--- src/rtl/shift_pipe_arbiter.sv ---
// shift_pipe_arbiter
//   Round-robin arbiter that shares one DEPTH-stage shift pipeline among
//   NREQ requesters. A granted word enters stage 0 together with the index
//   of the requester that produced it. Word and tag move one stage per
//   clock and leave at the last stage after exactly DEPTH cycles.
//
//   Optional feature macro: PIPE_STALL_EN
//     When defined, an out_ready input is added. The pipeline only advances
//     when the last stage is empty or is being consumed. While it is stalled,
//     every stage, the pointer and the inflight count hold, and no grant is
//     issued.
//     When undefined, the pipeline advances every cycle and the output is
//     always consumed.

module shift_pipe_arbiter #(
  parameter  int NREQ  = 4,
  parameter  int WIDTH = 8,
  parameter  int DEPTH = 2,
  localparam int TAGW  = (NREQ > 1) ? $clog2(NREQ) : 1,
  localparam int CNTW  = (DEPTH > 0) ? $clog2(DEPTH + 1) : 1
) (
  input  logic                   clk,
  input  logic                   rst,
  input  logic [NREQ-1:0]        req,
  input  logic [NREQ*WIDTH-1:0]  req_data,
`ifdef PIPE_STALL_EN
  input  logic                   out_ready,
`endif
  output logic [NREQ-1:0]        gnt,
  output logic                   out_valid,
  output logic [WIDTH-1:0]       out_data,
  output logic [TAGW-1:0]        out_tag,
  output logic [CNTW-1:0]        inflight
);

  // Rotating priority pointer: the search for a requester starts here
  logic [TAGW-1:0]  r_ptr;

  // Pipeline stages; index 0 is the entry stage, DEPTH-1 is the exit stage
  logic             r_valid [DEPTH];
  logic [WIDTH-1:0] r_data  [DEPTH];
  logic [TAGW-1:0]  r_tag   [DEPTH];

  // Number of valid stages, kept as a register so it never glitches
  logic [CNTW-1:0]  r_inflight;

  logic             w_advance;
  logic             w_found;
  logic [TAGW-1:0]  w_idx;
  logic [NREQ-1:0]  w_gnt;
  logic             w_xfer;
  logic [WIDTH-1:0] w_sel_data;
  logic [TAGW-1:0]  w_ptr_next;
  logic [CNTW-1:0]  w_count_next;

  // Decide whether the pipeline may move this cycle
`ifdef PIPE_STALL_EN
  assign w_advance = !r_valid[DEPTH-1] | out_ready;
`else
  assign w_advance = 1'b1;
`endif

  // Search req starting at r_ptr and wrapping modulo NREQ; the candidate
  // index is one bit wider than the tag so the wrap works for any NREQ
  always_comb begin
    logic [TAGW:0] cand;
    cand    = '0;
    w_found = 1'b0;
    w_idx   = '0;
    for (int k = 0; k < NREQ; k++) begin
      cand = {1'b0, r_ptr} + (TAGW+1)'(k);
      if (cand >= (TAGW+1)'(NREQ)) begin
        cand = cand - (TAGW+1)'(NREQ);
      end
      if (!w_found && req[cand[TAGW-1:0]]) begin
        w_found = 1'b1;
        w_idx   = cand[TAGW-1:0];
      end
    end
  end

  // Turn the winning index into a one-hot grant; no grant while in reset
  // or while the pipeline is unable to accept a new word
  always_comb begin
    w_gnt = '0;
    if (w_found && w_advance && !rst) begin
      w_gnt[w_idx] = 1'b1;
    end
  end

  assign w_xfer = |(req & w_gnt);

  // Route the winning requester's word towards stage 0
  always_comb begin
    w_sel_data = '0;
    for (int i = 0; i < NREQ; i++) begin
      if (w_idx == TAGW'(i)) begin
        w_sel_data = req_data[i*WIDTH +: WIDTH];
      end
    end
  end

  // Pointer moves to the requester just after the one served, wrapping
  // back to zero so it never holds an index of NREQ or above
  always_comb begin
    w_ptr_next = '0;
    if (w_idx != TAGW'(NREQ - 1)) begin
      w_ptr_next = w_idx + 1'b1;
    end
  end

  // Popcount of the valid bits the stages will hold after the next shift
  always_comb begin
    w_count_next = CNTW'(w_xfer);
    for (int k = 1; k < DEPTH; k++) begin
      w_count_next = w_count_next + CNTW'(r_valid[k-1]);
    end
  end

  // Advance the round-robin pointer only on an accepted transfer
  always_ff @(posedge clk) begin
    if (rst) begin
      r_ptr <= '0;
    end else if (w_advance && w_xfer) begin
      r_ptr <= w_ptr_next;
    end
  end

  // Shift the pipeline one stage; an idle cycle inserts a bubble at stage 0
  always_ff @(posedge clk) begin
    if (rst) begin
      for (int k = 0; k < DEPTH; k++) begin
        r_valid[k] <= 1'b0;
        r_data[k]  <= '0;
        r_tag[k]   <= '0;
      end
    end else if (w_advance) begin
      r_valid[0] <= w_xfer;
      r_data[0]  <= w_sel_data;
      r_tag[0]   <= w_idx;
      for (int k = 1; k < DEPTH; k++) begin
        r_valid[k] <= r_valid[k-1];
        r_data[k]  <= r_data[k-1];
        r_tag[k]   <= r_tag[k-1];
      end
    end
  end

  // Track how many stages hold a word, in step with the shift
  always_ff @(posedge clk) begin
    if (rst) begin
      r_inflight <= '0;
    end else if (w_advance) begin
      r_inflight <= w_count_next;
    end
  end

  assign gnt       = w_gnt;
  assign out_valid = r_valid[DEPTH-1];
  assign out_data  = r_data[DEPTH-1];
  assign out_tag   = r_tag[DEPTH-1];
  assign inflight  = r_inflight;

endmodule

--- config.mk ---
export PLATFORM = sky130hd
export DESIGN_NAME = shift_pipe_arbiter
export DESIGN_NICKNAME = d
export VERILOG_FILES = /design/src/rtl/shift_pipe_arbiter.sv
export SDC_FILE = /design/constraint.sdc
export NUM_CORES = 1
export LEC_CHECK = 0
export BUFFER_PORTS_ARGS = -buffer_cell sky130_fd_sc_hd__buf_4
export CORE_ASPECT_RATIO = 2
export CORE_UTILIZATION = 46
export CTS_BUF_LIST = sky130_fd_sc_hd__clkbuf_8 sky130_fd_sc_hd__clkbuf_16
export CTS_CLUSTER_DIAMETER = 120
export CTS_CLUSTER_SIZE = 40
export DETAILED_ROUTE_END_ITERATION = 8
export PLACE_DENSITY = 0.79
export SYNTH_ARGS = -nofsm -noshare
export SYNTH_HDL_FRONTEND = slang
export SYNTH_SLANG_ARGS = --single-unit
--- constraint.sdc ---
create_clock -name clk -period 5.2 [get_ports clk]
set_clock_uncertainty 0.1 [all_clocks]
set_input_delay 0.52 -clock clk [delete_from_list [all_inputs] [get_ports clk]]
set_output_delay 0.52 -clock clk [all_outputs]
set_load 0.01 [all_outputs]
==> results of run 1 <==
[layout by cell type, fill, tap and decap left out]
cell type / n
sky130_fd_sc_hd__a221oi_4: 1
sky130_fd_sc_hd__buf_4: 54
sky130_fd_sc_hd__a21o_1: 1
sky130_fd_sc_hd__and2_1: 4
sky130_fd_sc_hd__or2b_1: 1
sky130_fd_sc_hd__a221oi_1: 8
sky130_fd_sc_hd__o22ai_1: 2
sky130_fd_sc_hd__ha_1: 5
sky130_fd_sc_hd__o21ai_0: 2
sky130_fd_sc_hd__nand2_1: 3
sky130_fd_sc_hd__a22oi_1: 2
sky130_fd_sc_hd__bufinv_16: 1
sky130_fd_sc_hd__a21oi_1: 12
sky130_fd_sc_hd__a22o_1: 7
sky130_fd_sc_hd__inv_1: 12
sky130_fd_sc_hd__nand2b_1: 1
sky130_fd_sc_hd__dfxtp_1: 26
sky130_fd_sc_hd__nor2_1: 7
sky130_fd_sc_hd__mux2i_1: 1
sky130_fd_sc_hd__a211oi_1: 2
sky130_fd_sc_hd__nor2b_1: 16
sky130_fd_sc_hd__clkbuf_8: 3
[metal layers]
layer  routed length, um  global-route usage, %
met5                   0                      0
met4                  40                  12.30
met3                 100                  2.388
met2                1291                  31.83
met1                 906                  19.85
[cell type report]
cell class | count | area share (%)
Tap cell | 27 | 2.108
Timing Repair Buffer | 54 | 25.29
Clock buffer | 3 | 2.576
Inverter | 12 | 2.810
Multi-Input combinational cell | 75 | 32.86
Sequential cell | 26 | 32.47
Clock inverter | 1 | 1.874
[cells by family (layout without fill, tap and decap cells)]
group	count (synthesis)	in the layout
AND/OR/NAND/NOR	32	32
flip-flops	26	26
buffers and inverters	28	70
multiplexers	1	1
adder cells (fa/ha/maj)	5	5
AO/OA/AOI/OAI	37	37
[worst max-delay path by stage]
stage	startpoint	endpoint	depth (start not counted)
2_1_floorplan	req[0]	inflight[0]$_SDFF_PP0_	10
3_3_place_gp	req[0]	inflight[0]$_SDFF_PP0_	10
3_5_place_dp	req[0]	inflight[0]$_SDFF_PP0_	10
4_1_cts	req[0]	gnt[2]	8
5_1_grt	r_ptr[0]$_SDFFE_PP0P_	gnt[2]	7
6_report	req[0]	gnt[2]	8
[through the flow]
stage / hold slack, ns / setup WS, ns / power (mW) / std cells
CTS: 0.3437 / 2.267 / 0.5365 / 198
global placement: 0.3161 / 2.191 / 0.3725 / 194
global route: 0.3536 / 2.066 / 0.5660 / 198
detailed placement: 0.3231 / 2.078 / 0.3775 / 194
floorplan: 0.3138 / 2.564 / 0.3306 / 129
finish: 0.3396 / 2.246 / 0.5322 / 198
[flip-flops by register name (all words and copies together) (netlist names)]
name / count
r_tag: 4
inflight: 2
r_valid: 2
r_ptr: 2
r_data: 16
[worst register-to-register path, delay by kind of cell (launching register included)]
kind	cells	cell delay, ns
compound gates	4	1.08
flops	1	0.40
simple gates	2	0.28
buf+inv	1	0.17
fa+ha+maj	2	0.75
[power groups by stage]
stage,registers (mW),clock network (mW),logic [mW]
4_1_cts,0.232,0.163,0.142
6_report,0.231,0.159,0.142
5_1_grt,0.233,0.174,0.158
2_1_floorplan,0.235,0,0.0954
3_3_place_gp,0.235,0,0.137
3_5_place_dp,0.236,0,0.141
[cells in the mapped netlist (2+ instances only)]
cell                       instances  area share [%]
sky130_fd_sc_hd__buf_4            11             6.9
sky130_fd_sc_hd__a221oi_1          8             5.9
sky130_fd_sc_hd__nor2_1            7             2.2
sky130_fd_sc_hd__nand2_1           3            0.94
sky130_fd_sc_hd__a211oi_1          2             1.3
sky130_fd_sc_hd__dfxtp_1          26              44
sky130_fd_sc_hd__nor2b_1          16             8.4
sky130_fd_sc_hd__a22oi_1           2             1.3
sky130_fd_sc_hd__and2_1            4             2.1
sky130_fd_sc_hd__a21oi_1          12             5.0
sky130_fd_sc_hd__o22ai_1           2             1.0
sky130_fd_sc_hd__o21ai_0           2            0.84
sky130_fd_sc_hd__inv_1            12             3.8
sky130_fd_sc_hd__ha_1              5             5.2
sky130_fd_sc_hd__clkbuf_1          5             1.6
sky130_fd_sc_hd__a22o_1            7             5.1
==> results.md, run 1 <==
* Area of combinational cells with multiple inputs at around 530 um2
* Switching Fraction at roughly 25%
* Fin. Hold Viols at 0
* Final Routed Wirelength at about 2300 um
* Slew Viols, Final at 0
* Setup slack of the worst register-to-register path at 2.33 ns
* Aggregate global-route resource usage at a little under a fifth
* Register bit total from synthesis at 26
* Required time reported for the critical path endpoint at between 4 and 5 ns
* Fin crit share at roughly 57%
* Net count, final at 215
* Hold buffer count at CTS at 0
* Cts repair resizes at 0
* Part of the total power dissipated in sequential elements at between 40% and 50%
* Share of the core filled with cells in the final layout at 66.55%
* Residual DRC at 0
* Worst setup path category: input pin to output pin
* Area after detailed placement at ~1500 um2
* Part of the total power dissipated in combinational logic at a little over a quarter
* Crit-path leading delay family: compound AO/OA/AOI/OAI gates
* Leak pwr at 0.7805 nW
* XOR/XNOR Fraction of Synth Area at 0%
* Fraction of power consumed by the clock network at 30.0%
* Number of filler cells placed in the layout at approximately 200
* Total number of H-tree levels at 1
* Number of nets still failing antenna checks after routing at 0
* Total inserted antenna cells at 0
* Adder and majority gate portion of the synthesized area at under 10%
* Count of pins on the block boundary at 55
* Clock period minus worst slack at approximately 3.0 ns
* Fraction of synthesized area in multiplexers at less than 1%
* Per-cell routed wire length at around 12 um
* Cells after synthesis at roughly 130
* Primary flip-flop cell chosen by synthesis mapping: sky130_fd_sc_hd__dfxtp_1
* Hold Crit Depth at 1
* HPWL reported at the end of detailed placement at approximately 1900 um
* Warning count from the yosys run at 0
* Simple-gate area share of the yosys netlist at around 15%
* Power Dens Cells at 332.1 nW/um2
* Global route total overflow at 0
* Tightest Pin Transition at 0.5629 ns
* Standard-cell row count at 25
* Initial Util at about half
* Slowest CP cell: sky130_fd_sc_hd__a211oi_1
* Buffers and inverters on the worst path at 3
* Result of the run: complete, no violations
* Maximum number of pins on one net before global-route repair at 24
* Clock-pin slew on the worst setup and hold paths at roughly 0.08 ns
* Number of global-route vias before repair at ~900
* DR iter-0 viols at 18
* Cell-internal power at 0.4014 mW
* Reg area at about 520 um2
* Maximum clock path buffer count at 2
* Type of origin of the critical path: input pin
* Number of flops mapped to enable cells by yosys at 0
* Capture endpoint of the worst hold path: r_data[0][14]$_SDFF_PP0_
* Share of final-layout standard cells stronger than drive strength 1 at 34.50%
* Number of maximum-capacitance constraint violations at 0
* Max Fclk at 338.6 MHz
* Horiz. Die Dim at roughly 38 um
* Detailed-routing iteration count for the pre-antenna-repair pass at 4
* Num Clock Sinks at 26
* Cell-by-cell trace of the critical path: buf_4 -> or2b_1 -> a21oi_1 -> a211oi_1 -> inv_1 -> ha_1 -> and2_1 -> buf_4
* Reg2reg start: r_ptr[0]$_SDFFE_PP0P_
* Peak per-stage delay on the critical path at around 0.48 ns
* Buffers inserted during post-CTS setup optimization at 0
* Clock tree from TritonCTS: yes
* Area growth from synthesis to final layout at 34.28%
* Min-Delay Path Class: register to register
* Endpoint of the most critical register-to-register path: inflight[0]$_SDFF_PP0_
* Startpoint of the most critical hold path: r_data[0][6]$_SDFF_PP0_
* Number of antenna violations at the first check in global routing at 0
* Placer congestion estimate at roughly 0.8
* NetSw at around 0.13 mW
* Count of final setup violators at 0
* Worst-case reg-to-reg path depth at 9
* Mean post-synth cell area at just over 9 um2
* Max-slew headroom at the worst pin at around 62%
* Synthesized-area fraction occupied by ao, oa, aoi and oai cells at 23.27%
* RSZ-0062 raised after global routing: no
* Data arrival time of the critical path at about 2.3 ns
* Sum of negative setup slack at 0 ns
* Library cells used by synthesis at 21
* Via count normalized by instance count at just over 5
* Syn_nets at 172
* Maximum vdd ir drop at about 0.00017 V
* CTS Buf Count at 3
* Port Buffer Count at 54
* Crit path top cell by count: sky130_fd_sc_hd__buf_4
* Core footprint at between 2000 and 2500 um2
* Final standard cell area without fillers at roughly 1600 um2
* Post-synthesis instance area at around 1200 um2
* Fraction of synthesis flops using an asynchronous set or reset pin at 0%
* Kind of capture point of the worst setup path: output pin
* Proportion of synthesized chip area in sequential cells at between 40 and 50%
* Combinational family with the most area after synthesis: compound AO/OA/AOI/OAI gates
* Vias at around 1000
* Die Area at between 2000 and 3000 um2
* Global-route wire length before repair at around 3800 um
* Die height at 74.04 um
* Crit Path Max Fanout at 18
* Clk Tree Root Cell: sky130_fd_sc_hd__clkbuf_8
* Worst-Skew Late Latency at roughly 0.26 ns
Note: power is estimated with default switching activity, not from simulation.
==> run 2: changes to the inputs <==
--- a/config.mk
+++ b/config.mk
@@ -7,12 +7,12 @@
 export LEC_CHECK = 0
 export BUFFER_PORTS_ARGS = -buffer_cell sky130_fd_sc_hd__buf_4
 export CORE_ASPECT_RATIO = 2
-export CORE_UTILIZATION = 46
+export CORE_UTILIZATION = 45
 export CTS_BUF_LIST = sky130_fd_sc_hd__clkbuf_8 sky130_fd_sc_hd__clkbuf_16
 export CTS_CLUSTER_DIAMETER = 120
 export CTS_CLUSTER_SIZE = 40
 export DETAILED_ROUTE_END_ITERATION = 8
-export PLACE_DENSITY = 0.79
+export PLACE_DENSITY = 0.77
 export SYNTH_ARGS = -nofsm -noshare
 export SYNTH_HDL_FRONTEND = slang
 export SYNTH_SLANG_ARGS = --single-unit
==> constraint.sdc (replaced) <==
create_clock -name clk -period 2.8 [get_ports clk]
set_clock_uncertainty 0.1 [all_clocks]
set_input_delay 0.28 -clock clk [delete_from_list [all_inputs] [get_ports clk]]
set_output_delay 0.28 -clock clk [all_outputs]
set_load 0.01 [all_outputs]
==> run 2 against run 1 <==
Effect of this change: register-to-register slack lost 2.1 ns; first-iteration DRC count grew 67%; power grew 88%; largest cell class unchanged; worst setup slack lost 2.0 ns; clock power grew 87%; global-route usage shrank 0.23 points; combinational power grew 91%; sequential cell count is the same.
==> results.md, run 2 (synthesis results as in run 1) <==
* Result of the run: complete, no violations
* Number of filler cells placed in the layout at 222 (+14%)
* CTS Buf Count at 3 (unchanged)
* Part of the total power dissipated in sequential elements at 43.1% (-0.3 points)
* Fraction of power consumed by the clock network at 29.8% (-0.2 points)
* Count of pins on the block boundary at 55 (unchanged)
* Maximum number of pins on one net before global-route repair at 24 (unchanged)
* Placer congestion estimate at 0.8677 (+6.5%)
* Aggregate global-route resource usage at 18.24% (-0.23 points)
* Number of global-route vias before repair at 945 (+2.3%)
* Worst setup path category: register to register
* Max Fclk at ~390 MHz
* Kind of capture point of the worst setup path: register
* Per-cell routed wire length at 12.30 um (+4.1%)
* Layer with the highest usage after global routing: met2
* Min-Delay Path Class: input pin to register
* GR Layer Usage met2 at 33.33% (+1.5 points)
* Switching Fraction at 24.94% (+0.37 points)
* RSZ-0062 raised after global routing: no
* Area growth from synthesis to final layout at 36.06%
* Number of maximum-capacitance constraint violations at 0 (unchanged)
* Data arrival time of the critical path at 2.61 ns (+0.28 ns)
* Cell-internal power at 0.7500 mW (+87%)
* Share of the core filled with cells in the final layout at 64.00% (-2.5 points)
* Clock-pin slew on the worst setup and hold paths at 0.08 ns (about the same)
* Largest registers in the final layout: r_data (16), r_tag (4)
* Most flops, register: r_data
* Horiz. Die Dim at 38.42 um (+1.1%)
* Required time reported for the critical path endpoint at 2.85 ns (-1.73 ns)
* DR iter-0 viols at 30 (+12)
* Clock period minus worst slack at ~2.6 ns
* Initial Util at 47.04% (-2.5 points)
* Count of final setup violators at 0 (unchanged)
* Global route total overflow at 0 (unchanged)
* Crit Path Max Fanout at 4 (-14)
* Port Buffer Count at 54 (unchanged)
* Leak pwr at 0.7920 nW (+1.5%)
* Met1 global-route usage at 18.44% (-1.4 points)
* Global-route wire length before repair at 3829 um (+1.3%)
* Type of origin of the critical path: register
* Residual DRC at 0 (unchanged)
* Net count, final at 217 (+0.93%)
* Clk Tree Root Cell: sky130_fd_sc_hd__clkbuf_8
* Die Area at 2875 um2 (+2.1%)
* Slew Viols, Final at 0 (unchanged)
* Vias at 1055 (+4.2%)
* Most common cell after layout, fill and taps aside: sky130_fd_sc_hd__buf_4
* Number of nets still failing antenna checks after routing at 0 (unchanged)
* Power Dens Cells at 615.3 nW/um2 (+85%)
* Commonest cells after routing, fill and taps aside: sky130_fd_sc_hd__buf_4 (56), sky130_fd_sc_hd__dfxtp_1 (26), sky130_fd_sc_hd__nor2b_1 (16)
* Via count normalized by instance count at 5.249 (+2.7%)
* Maximum vdd ir drop at 0.0002842 V (+63%)
* Die height at 74.84 um (+1.1%)
* Sum of negative setup slack at 0 ns (unchanged)
* HPWL reported at the end of detailed placement at 2011 um (+7.7%)
* Clock tree from TritonCTS: yes
* Fin. Hold Viols at 0 (unchanged)
* Part of the total power dissipated in combinational logic at 27.1% (+0.5 points)
* Standard-cell row count at 26 (+4.0%)
* NetSw at 0.2492 mW (+91%)
* Share of final-layout standard cells stronger than drive strength 1 at 35.84% (+1.3 points)
* Number of antenna violations at the first check in global routing at 0 (unchanged)
* Fin crit share at between 90% and 100%
* Met3 usage in global routing at 3.245% (+0.86 points)
* Total inserted antenna cells at 0 (unchanged)
* Core footprint at 2537 um2 (+5.4%)
* Buffers inserted during post-CTS setup optimization at 0 (unchanged)
* Number of flip-flops in the largest register at 16 (unchanged)
* Max-slew headroom at the worst pin at 67.55% (+5.1 points)
* Maximum clock path buffer count at 2 (unchanged)
* Num Clock Sinks at 26 (unchanged)
* Total number of H-tree levels at 1 (unchanged)
* Detailed-routing iteration count for the pre-antenna-repair pass at 4 (unchanged)
* Tightest Pin Transition at 0.4858 ns (-0.07705 ns)
* PnR Total Power at 0.9993 mW (+88%)
* Worst-Skew Late Latency at 0.26 ns (about the same)
* Final Routed Wirelength at 2472 um (+5.7%)
-- run 2: changes by cell type in the layout (fill, tap and decap cells not counted) --
cell	previous run	this run
sky130_fd_sc_hd__a211oi_1	2	1
sky130_fd_sc_hd__a211oi_2	0	1
sky130_fd_sc_hd__buf_4	54	56
-- run 2: worst paths after layout --
check                         startpoint                 endpoint  slack, ns  cells after the start
setup reg to reg   r_ptr[0]$_SDFFE_PP0P_   inflight[0]$_SDFF_PP0_       0.24                      9
setup / recovery   r_ptr[0]$_SDFFE_PP0P_   inflight[0]$_SDFF_PP0_       0.24                      9
hold / removal              req_data[31]  r_data[0][7]$_SDFF_PP0_       0.13                      2
hold reg to reg   r_tag[0][1]$_SDFF_PP0_   r_tag[0][3]$_SDFF_PP0_       0.34                      1
-- run 2: stage by stage --
stage	instance area [um2]	setup slack [ns]	instances	hold slack, ns
floorplan	1194	0.3814	129	0.3057
global placement	1548	0.2833	197	0.3180
detailed placement	1548	0.1045	197	0.3308
CTS	1619	0.1450	201	0.1184
global route	1624	0.08033	201	0.1162
finish	1624	0.2427	201	0.1271
-- run 2: power groups by stage --
stage / Combinational, mW / Clock (mW) / Sequential, mW
after floorplan: 0.177 / 0 / 0.437
after global placement: 0.257 / 0 / 0.437
after detailed placement: 0.269 / 0 / 0.440
after CTS: 0.269 / 0.307 / 0.431
after global routing: 0.303 / 0.325 / 0.436
final: 0.271 / 0.298 / 0.431
-- run 2: repair_timing --
action,4_1_cts,5_1_grt
resized for setup,0,1
hold buffers,0,0
setup endpoints to repair,0,3
endpoints found under the hold margin,0,0
-- run 2: final cells by class --
class,instances,area (um2),share of cell area (%)
sequential,26,520.5,32.05
inverter,12,45.04,2.773
multi-input combinational,75,531.8,32.74
tap,28,35.03,2.157
timing repair buffer,56,420.4,25.89
clock buffer,3,41.29,2.542
clock inverter,1,30.03,1.849
-- run 2: worst max-delay path: stages, from the launching register on --
cell,delay [ns]
sky130_fd_sc_hd__dfxtp_1,0.41
sky130_fd_sc_hd__or2b_1,0.16
sky130_fd_sc_hd__a21oi_1,0.09
sky130_fd_sc_hd__a211oi_2,0.35
sky130_fd_sc_hd__inv_1,0.15
sky130_fd_sc_hd__ha_1,0.26
sky130_fd_sc_hd__a22oi_1,0.35
sky130_fd_sc_hd__a221oi_4,0.14
sky130_fd_sc_hd__ha_1,0.31
sky130_fd_sc_hd__nor2b_1,0.13
-- run 2: layer usage --
| metal | routed length (um) | share of wire, % | up-vias |
|---|---|---|---|
| li1 | - | - | 523 |
| met1 | 868 | 35 | 466 |
| met2 | 1418 | 57 | 56 |
| met3 | 118 | 4.8 | 10 |
| met4 | 66 | 2.7 | 0 |
| met5 | 0 | 0 | - |
